[src/rtl/reg_dump_reader.sv]
// Register-file dump engine: walks an inclusive, wrapping index range on one
// read port and streams each value out with its index and a last flag.
module reg_dump_reader #(
  parameter int IDX_W  = 4,
  parameter int DATA_W = 32
) (
  input  logic              clk,
  input  logic              rst,
  input  logic              start,
  input  logic [IDX_W-1:0]  first_idx,
  input  logic [IDX_W-1:0]  last_idx,
  output logic [IDX_W-1:0]  rd_reg_index,
  input  logic [DATA_W-1:0] rd_reg_data,
  output logic              out_valid,
  input  logic              out_ready,
  output logic [DATA_W-1:0] out_data,
  output logic [IDX_W-1:0]  out_index,
  output logic              out_last,
  output logic              busy,
  output logic              done
);

  typedef enum logic [1:0] {IDLE, ADDR, SEND, DONE} state_t;

  state_t           state;
  logic [IDX_W-1:0] end_idx;

  // rd_reg_index doubles as the walk counter, so it is already registered
  // and stays stable through SEND.
  always_ff @(posedge clk or negedge rst) begin
    if (!rst) begin
      state        <= IDLE;
      end_idx      <= '0;
      rd_reg_index <= '0;
      out_valid    <= 1'b0;
      out_data     <= '0;
      out_index    <= '0;
      out_last     <= 1'b0;
      busy         <= 1'b0;
      done         <= 1'b0;
    end else begin
      case (state)
        IDLE: begin
          if (start) begin
            rd_reg_index <= first_idx;
            end_idx      <= last_idx;
            busy         <= 1'b1;
            state        <= ADDR;
          end
        end
        ADDR: begin
          out_data  <= rd_reg_data;
          out_index <= rd_reg_index;
          out_last  <= (rd_reg_index == end_idx);
          out_valid <= 1'b1;
          state     <= SEND;
        end
        SEND: begin
          if (out_ready) begin
            out_valid <= 1'b0;
            if (out_last) begin
              out_last <= 1'b0;
              busy     <= 1'b0;
              done     <= 1'b1;
              state    <= DONE;
            end else begin
              // Natural wrap at 2^IDX_W gives the through-zero ranges.
              rd_reg_index <= rd_reg_index + 1'b1;
              state        <= ADDR;
            end
          end
        end
        DONE: begin
          done  <= 1'b0;
          state <= IDLE;
        end
        default: state <= IDLE;
      endcase
    end
  end

endmodule

[config.mk]
export PLATFORM = sky130hd
export DESIGN_NAME = reg_dump_reader
export DESIGN_NICKNAME = d
export VERILOG_FILES = /design/src/rtl/reg_dump_reader.sv
export SDC_FILE = /design/constraint.sdc
export NUM_CORES = 1
export LEC_CHECK = 0
export ABC_AREA = 1
export CELL_PAD_IN_SITES_DETAIL_PLACEMENT = 1
export CELL_PAD_IN_SITES_GLOBAL_PLACEMENT = 2
export CORE_UTILIZATION = 30
export CTS_BUF_LIST = sky130_fd_sc_hd__clkbuf_8 sky130_fd_sc_hd__clkbuf_16
export DETAILED_ROUTE_END_ITERATION = 8
export DONT_BUFFER_PORTS = 1
export GPL_ROUTABILITY_DRIVEN = 1
export GPL_TIMING_DRIVEN = 0
export PLACE_DENSITY_LB_ADDON = 0.1
export SETUP_SLACK_MARGIN = 0.5
export SLEW_MARGIN = 40
export SYNTH_ARGS = -nofsm -noshare
export SYNTH_HDL_FRONTEND = slang
export SYNTH_SLANG_ARGS = --single-unit
[constraint.sdc]
create_clock -name clk -period 1.4 [get_ports clk]
set_input_delay 0.21 -clock clk [delete_from_list [all_inputs] [get_ports clk]]
set_output_delay 0.21 -clock clk [all_outputs]
set_load 0.02 [all_outputs]
# ---- After elaboration in Yosys (flattened, before gate mapping)
# Index checks and enable logic that the tools add are counted.
dict set report word_totals {
  register_bits 50
  output_inout_bits 44
  word_cells 46
}
dict set report op_classes {
  n_addsub 1
  n_eq_ne 8
  n_mux 18
  n_reduce_logical 10
}
# op count
set ops {}
lappend ops {{two-way mux 4 bit} 3}
lappend ops {{!= test 2 bit (second input constant)} 4}
lappend ops {{case mux 1 bit (2 select lines)} 4}
lappend ops {{case mux 2 bit (4 select lines)} 1}
lappend ops {{case mux 4 bit (2 select lines)} 1}
lappend ops {{AND reduction 4 bit} 2}
lappend ops {{two-way mux 1 bit} 6}
lappend ops {{two-way mux 2 bit} 3}
lappend ops {{AND reduction 2 bit} 3}
lappend ops {{nonzero test 2 bit} 3}
lappend ops {{adder 4 x 1 -> 4 bit (second input constant)} 1}
lappend ops {{equality test 2 bit (second input constant)} 2}
lappend ops {{equality test 4 bit} 1}
lappend ops {{AND reduction 3 bit} 1}
lappend ops {{equality test 2 x 1 -> 1 bit (second input constant)} 1}
lappend ops {{logical NOT 2 bit} 1}

# ---- Depth between registers and ports, before layout
# Gate-level depths: netlist of run 1.
dict set report depth {
  ltp_word 4
  mapped_depth 7
}

# ---- Worst setup path before layout of run 1
# OpenSTA, ideal clock, no wires.
dict set report synth_timing {
  path_type {reg2reg}
  from {register rd_reg_index[0]}
  to {register rd_reg_index[2]}
  setup_ps 117
  arrival_ps 1204
  required_time_ps 1283
  slack_ps 79
  path_stages_with_launch 7
  n_path_buf 0
  period_less_slack_ps 1321
  cell_sequence {dfrtp_1 > ha_1 > or2_2 > nand3_1 > nand2_1 > nand2_1 > nand2_1}
}
dict set report synth_via {
  elab_chain_len 4
}
# item line
set synth_rtl {}
lappend synth_rtl {{start, declared} 12} ;# output logic [IDX_W-1:0] rd_reg_index,
lappend synth_rtl {{start signal, assigned} 45} ;# rd_reg_index <= first_idx;
lappend synth_rtl {{start signal, assigned} 68} ;# rd_reg_index <= rd_reg_index + 1'b1;
lappend synth_rtl {{adder 4 x 1 -> 4 bit} 68}
lappend synth_rtl {{two-way mux 4 bit} 61} ;# if (out_last) begin
lappend synth_rtl {{two-way mux 4 bit} 59} ;# if (out_ready) begin
lappend synth_rtl {{case mux 4 bit (2 select lines)} 42} ;# case (state)
# Every way passes these cells. The select of a mux whose other input is x is not followed.
# A chain may end at the register's enable or synchronous reset.

# ---- Worst setup path in the final report of run 1
# Ends and elaborated chain as after synthesis.

==> impl_metrics.ini, run 1 <==
[worst_setup_path]
worst-endpoint-required_ns = 1.59
cp_bufs_invs = 0
arrival_ns = 1.43
critical_path.max_fanout = 7
crit_path_frequent_cell = sky130_fd_sc_hd__nand2_1
critPathLaunchType = flop
worst_setup_path_end_kind = flop
critical-path-slowest-cell = sky130_fd_sc_hd__dfrtp_2
crit_type = reg2reg
crit_family = flip-flops
cp_slowest_stage_delay_ns = 0.52
worst_path_cell_trace = ha_4 -> or2_4 -> nand3_2 -> nand2_1 -> nand2_1 -> nand2_1

[global_routing]
grt_max_degree = 51
grt-ovfl-total = 0
grt_antenna_before_repair = 0
grt_pass1_vias = 1594
grt.total_usage_pct = 15.3
grt_first_pass_wirelength_mm = 8.56

[timing]
drv_slew = 0
finalHoldViolations = 50
unrepaired_setup_endpoints_after_global_routing = yes
highest_clock_frequency_the_design_can_meet_mhz = 808
post_route_hold_slack_ns = -0.402
worst_slew_pin_slew_ns = 0.283
skew_final_ns = 0.00417
fin_crit_ns = 1.24
max_slew_margin_pct = 81.1
fin_tns_setup_ns = 0
timing.final.crit_share_pct = 88.4
setup-violations-final = 0

[drt]
drt_first_iter_violations = 66
detailed_route_wire_length_mm = 5.44
routedWlPerCell_um = 15.7
drt-vias-per-instance = 4.78
antenna_left = 0
route.vias.total = 1653
drcViolationCount = 8
drtPass1Iterations = 6

[power]
vdd_drop_max_uv = 1190
power_density_mw_per_mm2 = 2780
power_leakage_nw = 1.43

[clock_tree]
cts_htree_levels = 2
clkSinkCount = 50
clock-root-buffer = sky130_fd_sc_hd__clkbuf_8
cts.clk_slew.worst_paths_ns = 0.09
cts_max_path_buffers = 2
cts_inserted_buffers = 5
clock_insertion_delay_worst_skew_ns = 0.29
tritoncts = yes

[floorplanning]
rows = 29
start_util_pct = 31.6
fp.dieArea_mm2 = 0.00718
floorplan.core_area_mm2 = 0.00649
die_wd_um = 84.8
fp.dieH_um = 84.8
design.portCount = 88

[cells_and_area]
postLayoutCoreUtil_pct = 45.8
syn2layout_area_growth_pct = 44.8
final_net_count = 313
final_layout_size_suffix_gt1_share_pct = 53.2
antenna-diode-count = 0

[outcome]
failing_checks = DRC, hold timing
outcome = finished with violations

[synthesis]
ys_warn_count = 0
synth.yosys.seq_area_share_pct = 60.9
synth_fp_nets = 288
synthDistinctLibCells = 18
post_synth_inst_count = 243
post_synth.cell_area_avg_um2 = 8.45
syn_area_mm2 = 0.00205
ys_ff_latch = 50

[flow_run]
cap_viol_max_count = 0

[place]
hpwlAfterDp_mm = 3.47
portBuffers = 0
place.gp.congestion = 0.739

[worst_hold_path]
worst_hold_path_type = in2async
state kept, by name (all words and copies together), names as in the netlist:
register,count
out_index,4
out_last,1
rd_reg_index,4
state,2
out_valid,1
end_idx,4
busy,1
done,1
out_data,32
layout make-up:
| type | count | area [um^2] |
|---|---|---|
| fill | 725 | 3520 |
| clock inverter | 3 | 37.5 |
| sequential | 50 | 1290 |
| buffer | 7 | 83.8 |
| multi-input combinational | 176 | 1080 |
| inverter | 10 | 67.6 |
| timing repair buffer | 18 | 250 |
| clock buffer | 5 | 68.8 |
| tap | 77 | 96.3 |
cells in the final DEF, fill, tap and decap left out, drive strengths merged:
| cell | count |
|---|---|
| inv | 10 |
| o21ai | 6 |
| or2 | 1 |
| o211ai | 1 |
| xor2 | 3 |
| bufinv | 1 |
| nand2 | 143 |
| nor2 | 9 |
| ha | 1 |
| clkbuf | 8 |
| buf | 22 |
| a21oi | 3 |
| dfrtp | 50 |
| nand3 | 9 |
| clkinv | 2 |
synth_stat cells:
| library cell | count | area (um^2) |
|---|---|---|
| sky130_fd_sc_hd__a21oi_1 | 3 | 15.0 |
| sky130_fd_sc_hd__nand2_1 | 142 | 533 |
| sky130_fd_sc_hd__buf_2 | 7 | 35.0 |
| sky130_fd_sc_hd__o21ai_1 | 2 | 10.0 |
| sky130_fd_sc_hd__nand3_1 | 8 | 40.0 |
| sky130_fd_sc_hd__nor2_1 | 7 | 26.3 |
| sky130_fd_sc_hd__inv_1 | 7 | 26.3 |
| sky130_fd_sc_hd__or2_2 | 1 | 6.26 |
| sky130_fd_sc_hd__nand3_2 | 1 | 10.0 |
| sky130_fd_sc_hd__nor2_4 | 1 | 11.3 |
| sky130_fd_sc_hd__o21ai_0 | 4 | 20.0 |
| sky130_fd_sc_hd__inv_2 | 3 | 11.3 |
| sky130_fd_sc_hd__dfrtp_1 | 50 | 1250 |
| sky130_fd_sc_hd__ha_1 | 1 | 12.5 |
| sky130_fd_sc_hd__nor2_2 | 1 | 6.26 |
| sky130_fd_sc_hd__xor2_1 | 3 | 26.3 |
| sky130_fd_sc_hd__o211ai_1 | 1 | 7.51 |
| sky130_fd_sc_hd__nand2_2 | 1 | 6.26 |
worst paths after layout:
path                                                   from                     endpoint  slack [ns]  depth (start not counted)
worst min register to register       end_idx[0]$_DFFE_PN0P_       end_idx[0]$_DFFE_PN0P_        0.51                          2
min in group clk                             rd_reg_data[5]      out_data[5]$_DFFE_PN0P_        0.02                          2
worst max-delay path            rd_reg_index[0]$_DFFE_PN0P_  rd_reg_index[2]$_DFFE_PN0P_        0.16                          6
max in group asynchronous                               rst      out_data[1]$_DFFE_PN0P_        1.70                          0
worst min-delay path                                    rst      out_data[5]$_DFFE_PN0P_       -0.40                          0
worst max register to register  rd_reg_index[0]$_DFFE_PN0P_  rd_reg_index[2]$_DFFE_PN0P_        0.16                          6
cells by family after synthesis:
kind of cell / Yosys count / share of synthesized area [%]
xor+xnor: 3 / 1.28
buf+inv: 17 / 3.53
compound gates: 10 / 2.56
flops: 50 / 60.9
simple gates: 162 / 31.1
fa+ha+maj: 1 / 0.609
layer usage:
metal / track usage [%] / vias up / share of wire, %
li1: - / 799 / -
met1: 20.7 / 800 / 45
met2: 23.8 / 49 / 48
met3: 4.42 / 5 / 6.7
met4: 4.62 / 0 / 0.83
met5: 0 / - / 0
where the power goes:
part           switching [W]  total, W  internal (W)
combinational        0.00175   0.00351       0.00176
clock               0.000472  0.000993      0.000521
sequential           0.00154   0.00377       0.00223
through the flow:
step	worst slack (ns)	instances	instance area (um^2)	total power, W
floorplan	0.243	243	2140	0.00494
global placement	0.0675	320	2230	0.00547
detailed placement	0.0373	320	2230	0.00553
CTS	0.165	340	2630	0.00737
global route	0.0797	346	2970	0.00888
finish	0.162	346	2970	0.00827
repair_timing:
item / in CTS / in global routing
gates cloned: 1 / 3
resized for setup: 68 / 73
endpoints found under the hold margin: 50 / 50
setup endpoints to repair: 94 / 94
setup buffers: 11 / 3
pin swaps: 8 / 27
Note: power is estimated with default switching activity, not from simulation.
==> inputs of run 2 (changes only) <==
- SKIP_CTS_REPAIR_TIMING: unset -> 1
- SLEW_MARGIN: 40 -> 20
==> impl_metrics.ini, run 2 (synthesized netlist as in run 1, its figures left out) <==
[timing]
timing.final.crit_share_pct = 88.2
fin_tns_setup_ns = 0
skew_final_ns = 0.00696
setup-violations-final = 0
drv_slew = 0
post_route_hold_slack_ns = -0.400
worst_slew_pin_slew_ns = 0.273
unrepaired_setup_endpoints_after_global_routing = yes
max_slew_margin_pct = 81.8
fin_crit_ns = 1.24
finalHoldViolations = 50
highest_clock_frequency_the_design_can_meet_mhz = 810

[worst_setup_path]
critPathLaunchType = flop
cp_slowest_stage_delay_ns = 0.52
crit-reg2reg-launch = rd_reg_index[0]$_DFFE_PN0P_
worstSetupStartpoint = rd_reg_index[0]$_DFFE_PN0P_
cp_bufs_invs = 0
worst-endpoint-required_ns = 1.59
crit_path_frequent_cell = sky130_fd_sc_hd__nand2_2
arrival_ns = 1.43
worst_path_cell_trace = ha_4 -> or2_4 -> nand3_2 -> nand2_2 -> nand2_2 -> nand2_1
worst_setup_path_end_kind = flop
critical_path.max_fanout = 7
crit_type = reg2reg
crit_family = flip-flops
critical-path-slowest-cell = sky130_fd_sc_hd__dfrtp_2

[clock_tree]
tritoncts = yes
cts_max_path_buffers = 2
clock_insertion_delay_worst_skew_ns = 0.29
cts_inserted_buffers = 5
cts.clk_slew.worst_paths_ns = 0.09
cts_htree_levels = 2
clock-root-buffer = sky130_fd_sc_hd__clkbuf_8
clkSinkCount = 50

[place]
placed_instances = 320
portBuffers = 0
hpwlAfterDp_mm = 3.47
place.gp.congestion = 0.739

[cells_and_area]
antenna-diode-count = 0
nFillCells = 765
final_net_count = 306
final-instance-count-excl-fill = 339
top_register = out_data
postLayoutCoreUtil_pct = 39.9
final_layout_size_suffix_gt1_share_pct = 32.8
layout.cells.most_common = sky130_fd_sc_hd__nand2_1
mostFrequentLayoutCells = sky130_fd_sc_hd__nand2_1 (131), sky130_fd_sc_hd__dfrtp_2 (34), sky130_fd_sc_hd__dfrtp_1 (16)
largest_register_ffs = 32
syn2layout_area_growth_pct = 26.1

[power]
finalPower_w = 0.00713
power.internal_w = 0.00386
vdd_drop_max_uv = 815
seq_power_share_pct = 50.8
switchingPower_w = 0.00328
combPwrFrac_pct = 35.2
power_density_mw_per_mm2 = 2750
sw_frac_of_total_pct = 45.9
clkPwrFrac_pct = 14.0
power_leakage_nw = 1.29

[drt]
antenna_left = 0
met2RoutedLength_mm = 2.53
route.top_layer_used = met4
route.vias.total = 1607
drcViolationCount = 8
drtPass1Iterations = 6
wl_met3_um = 362
detailed_route_wire_length_mm = 5.31
drt_first_iter_violations = 62
met1Wirelength_mm = 2.38
drt-vias-per-instance = 4.74
routedWlPerCell_um = 15.7

[global_routing]
grt_antenna_before_repair = 0
grt.total_usage_pct = 14.2
grt_max_degree = 51
grt-ovfl-total = 0
grt_pass1_vias = 1566
grt_first_pass_wirelength_mm = 7.89

[outcome]
outcome = finished with violations
failing_checks = DRC, hold timing

[floorplanning]
design.portCount = 88
rows = 29
fp.dieH_um = 84.8
start_util_pct = 31.6
fp.dieArea_mm2 = 0.00718
floorplan.core_area_mm2 = 0.00649
die_wd_um = 84.8

[worst_hold_path]
worst_hold_path_type = in2async

[flow_run]
cap_viol_max_count = 0
-- run 2: metrics by stage --
| stage | hold WS, ns | worst slack, ns | area, um^2 |
|---|---|---|---|
| after detailed placement | -0.0844 | 0.0373 | 2230 |
| after global placement | -0.0845 | 0.0675 | 2230 |
| after global routing | -0.423 | 0.0938 | 2590 |
| final | -0.400 | 0.165 | 2590 |
| after floorplan | -0.0856 | 0.243 | 2140 |
| after CTS | -0.420 | 0.0284 | 2340 |
-- run 2: final timing paths --
kind,end,slack [ns],depth (start not counted)
max,rd_reg_index[2]$_DFFE_PN0P_,0.16,6
min,out_data[5]$_DFFE_PN0P_,-0.40,0
max reg2reg,rd_reg_index[2]$_DFFE_PN0P_,0.16,6
min reg2reg,end_idx[3]$_DFFE_PN0P_,0.51,2
max in group asynchronous,rd_reg_index[1]$_DFFE_PN0P_,1.69,0
min in group clk,out_data[25]$_DFFE_PN0P_,0.02,2
-- run 2: area by class of cell --
cell class	instances	area, um^2	share of cell area (%)
Timing Repair Buffer	10	101	3.91
Buffer	7	75.1	2.90
Multi-Input combinational cell	177	863	33.3
Inverter	10	55.1	2.12
Tap cell	77	96.3	3.72
Clock buffer	5	68.8	2.66
Sequential cell	50	1290	49.9
Clock inverter	3	37.5	1.45
-- run 2: power groups by stage --
stage,logic (W),registers [W],clock network (W)
final,0.00251,0.00362,0.000995
after global routing,0.00289,0.00371,0.00108
after CTS,0.00197,0.00354,0.00104
after detailed placement,0.00197,0.00356,0
after global placement,0.00191,0.00356,0
after floorplan,0.00156,0.00337,0
-- run 2: layer usage --
| metal | vias to the layer above | GRT usage, % |
|---|---|---|
| met3 | 5 | 4.62 |
| met1 | 766 | 18.1 |
| met4 | 0 | 5.55 |
| met2 | 54 | 22.5 |
| li1 | 782 | - |
| met5 | - | 0 |
-- run 2: worst register-to-register path, stage by stage, from the launching register on --
cell	delay [ns]
sky130_fd_sc_hd__dfrtp_2	0.52
sky130_fd_sc_hd__ha_4	0.20
sky130_fd_sc_hd__or2_4	0.22
sky130_fd_sc_hd__nand3_2	0.07
sky130_fd_sc_hd__nand2_2	0.05
sky130_fd_sc_hd__nand2_2	0.04
sky130_fd_sc_hd__nand2_1	0.04
==> inputs of run 3 (changes only) <==
- CORE_MARGIN: unset -> 4
==> impl_metrics.ini, run 3 (synthesized netlist as in run 1, its figures left out) <==
[cells_and_area]
largest_register_ffs = 32
top_register = out_data
mostFrequentLayoutCells = sky130_fd_sc_hd__nand2_1 (133), sky130_fd_sc_hd__dfrtp_2 (43)
antenna-diode-count = 0
final_net_count = 307
final_layout_size_suffix_gt1_share_pct = 35.0
syn2layout_area_growth_pct = 28.1
finished_layout_cell_area_mm2 = 0.00263
layout.cells.most_common = sky130_fd_sc_hd__nand2_1

[place]
portBuffers = 0
preCtsSetupSlack_ns = 0.0298
hpwlAfterDp_mm = 3.66
dpl_cell_area_mm2 = 0.00223
place.gp.congestion = 0.667

[floorplanning]
die_wd_um = 90.8
start_util_pct = 31.6
floorplan.core_area_mm2 = 0.00649
fp.dieArea_mm2 = 0.00824
rows = 29
design.portCount = 88
fp.dieH_um = 90.8

[clock_tree]
clock-root-buffer = sky130_fd_sc_hd__clkbuf_8
cts.clk_slew.worst_paths_ns = 0.09
clkSinkCount = 50
tritoncts = yes
cts_max_path_buffers = 2
cts_inserted_buffers = 5
cts_htree_levels = 2
clock_insertion_delay_worst_skew_ns = 0.30

[worst_hold_path]
worst_hold_path_type = in2async

[worst_setup_path]
worst-endpoint-required_ns = 1.60
rrSetupSlack_ns = 0.17
cp_slowest_stage_delay_ns = 0.52
r2r-end = rd_reg_index[2]$_DFFE_PN0P_
timing.critical_path.depth = 6
crit_type = reg2reg
critical_path.max_fanout = 7
arrival_ns = 1.43
timing.reg2reg.worst_path_depth = 6
worst_path_cell_trace = ha_4 -> or2_4 -> nand3_2 -> nand2_1 -> nand2_1 -> nand2_1
critical-path-slowest-cell = sky130_fd_sc_hd__dfrtp_2
cp_bufs_invs = 0
crit_path_frequent_cell = sky130_fd_sc_hd__nand2_1
worst_setup_path_end_kind = flop
critPathLaunchType = flop
crit_family = flip-flops
crit-reg2reg-launch = rd_reg_index[0]$_DFFE_PN0P_

[timing]
drv_slew = 0
finalHoldViolations = 50
timing.final.crit_share_pct = 87.7
post-route-worst-setup-slack_ns = 0.172
max_slew_margin_pct = 74.0
post_route_hold_slack_ns = -0.407
fin_tns_setup_ns = 0
worst_slew_pin_slew_ns = 0.390
unrepaired_setup_endpoints_after_global_routing = yes
setup-violations-final = 0
skew_final_ns = 0.00880
highest_clock_frequency_the_design_can_meet_mhz = 815
fin_crit_ns = 1.23

[power]
vdd_drop_max_uv = 843
power_leakage_nw = 1.28
power_density_mw_per_mm2 = 2710

[drt]
drt-vias-per-instance = 4.72
detailed_route_wire_length_mm = 5.36
route.vias.total = 1605
drt_first_iter_violations = 24
antenna_left = 0
routedWlPerCell_um = 15.8
drtPass1Iterations = 4
drcViolationCount = 0

[global_routing]
grt_max_degree = 51
grt.total_usage_pct = 12.8
grt_first_pass_wirelength_mm = 8.45
grt_antenna_before_repair = 0
grt-ovfl-total = 0
grt_pass1_vias = 1593

[outcome]
outcome = finished with violations
failing_checks = hold timing

[flow_run]
cap_viol_max_count = 0
## run 3: area by class of cell
cell class	instances	area (um^2)
repair buffers	12	118
clock buffers	6	82.6
fillers	746	3860
well taps	77	96.3
inverters	10	52.6
flip-flops and latches	50	1310
multi-input cells	176	872
clock inverters	2	33.8
plain buffers	7	71.3
## run 3: routing by layer
metal | part of all wire (%) | global-route usage (%) | vias up
met4 | 1.2 | 4.21 | 0
met1 | 42 | 15.7 | 769
met5 | 0 | 0 | -
met2 | 48 | 20.6 | 52
li1 | - | - | 779
met3 | 8.5 | 5.08 | 5
## run 3: power by group
group	internal (W)	total, W	switching (W)
clock network	0.000576	0.00106	0.000484
registers	0.00225	0.00364	0.00139
logic	0.00104	0.00242	0.00138
## run 3: how the worst max path moves through the flow
stage                                     start                           to  slack (ns)
global placement           state[0]$_DFFE_PN0P_     out_index[1]$_DFFE_PN0P_        0.04
detailed placement         state[0]$_DFFE_PN0P_     out_index[1]$_DFFE_PN0P_        0.03
global route        rd_reg_index[0]$_DFFE_PN0P_  rd_reg_index[2]$_DFFE_PN0P_         0.1
CTS                        state[0]$_DFFE_PN0P_     out_index[1]$_DFFE_PN0P_      0.0005
finish              rd_reg_index[0]$_DFFE_PN0P_  rd_reg_index[2]$_DFFE_PN0P_        0.17
floorplan           rd_reg_index[0]$_DFFE_PN0P_  rd_reg_index[2]$_DFFE_PN0P_        0.24
## run 3: per-stage QoR
step                      total power (W)  utilization, %  instances
final                             0.00712            40.5        340
after CTS                         0.00663            36.2        328
after global placement            0.00548            34.4        320
after floorplan                   0.00494               -        243
after global routing              0.00773            40.5        340
after detailed placement          0.00555            34.4        320
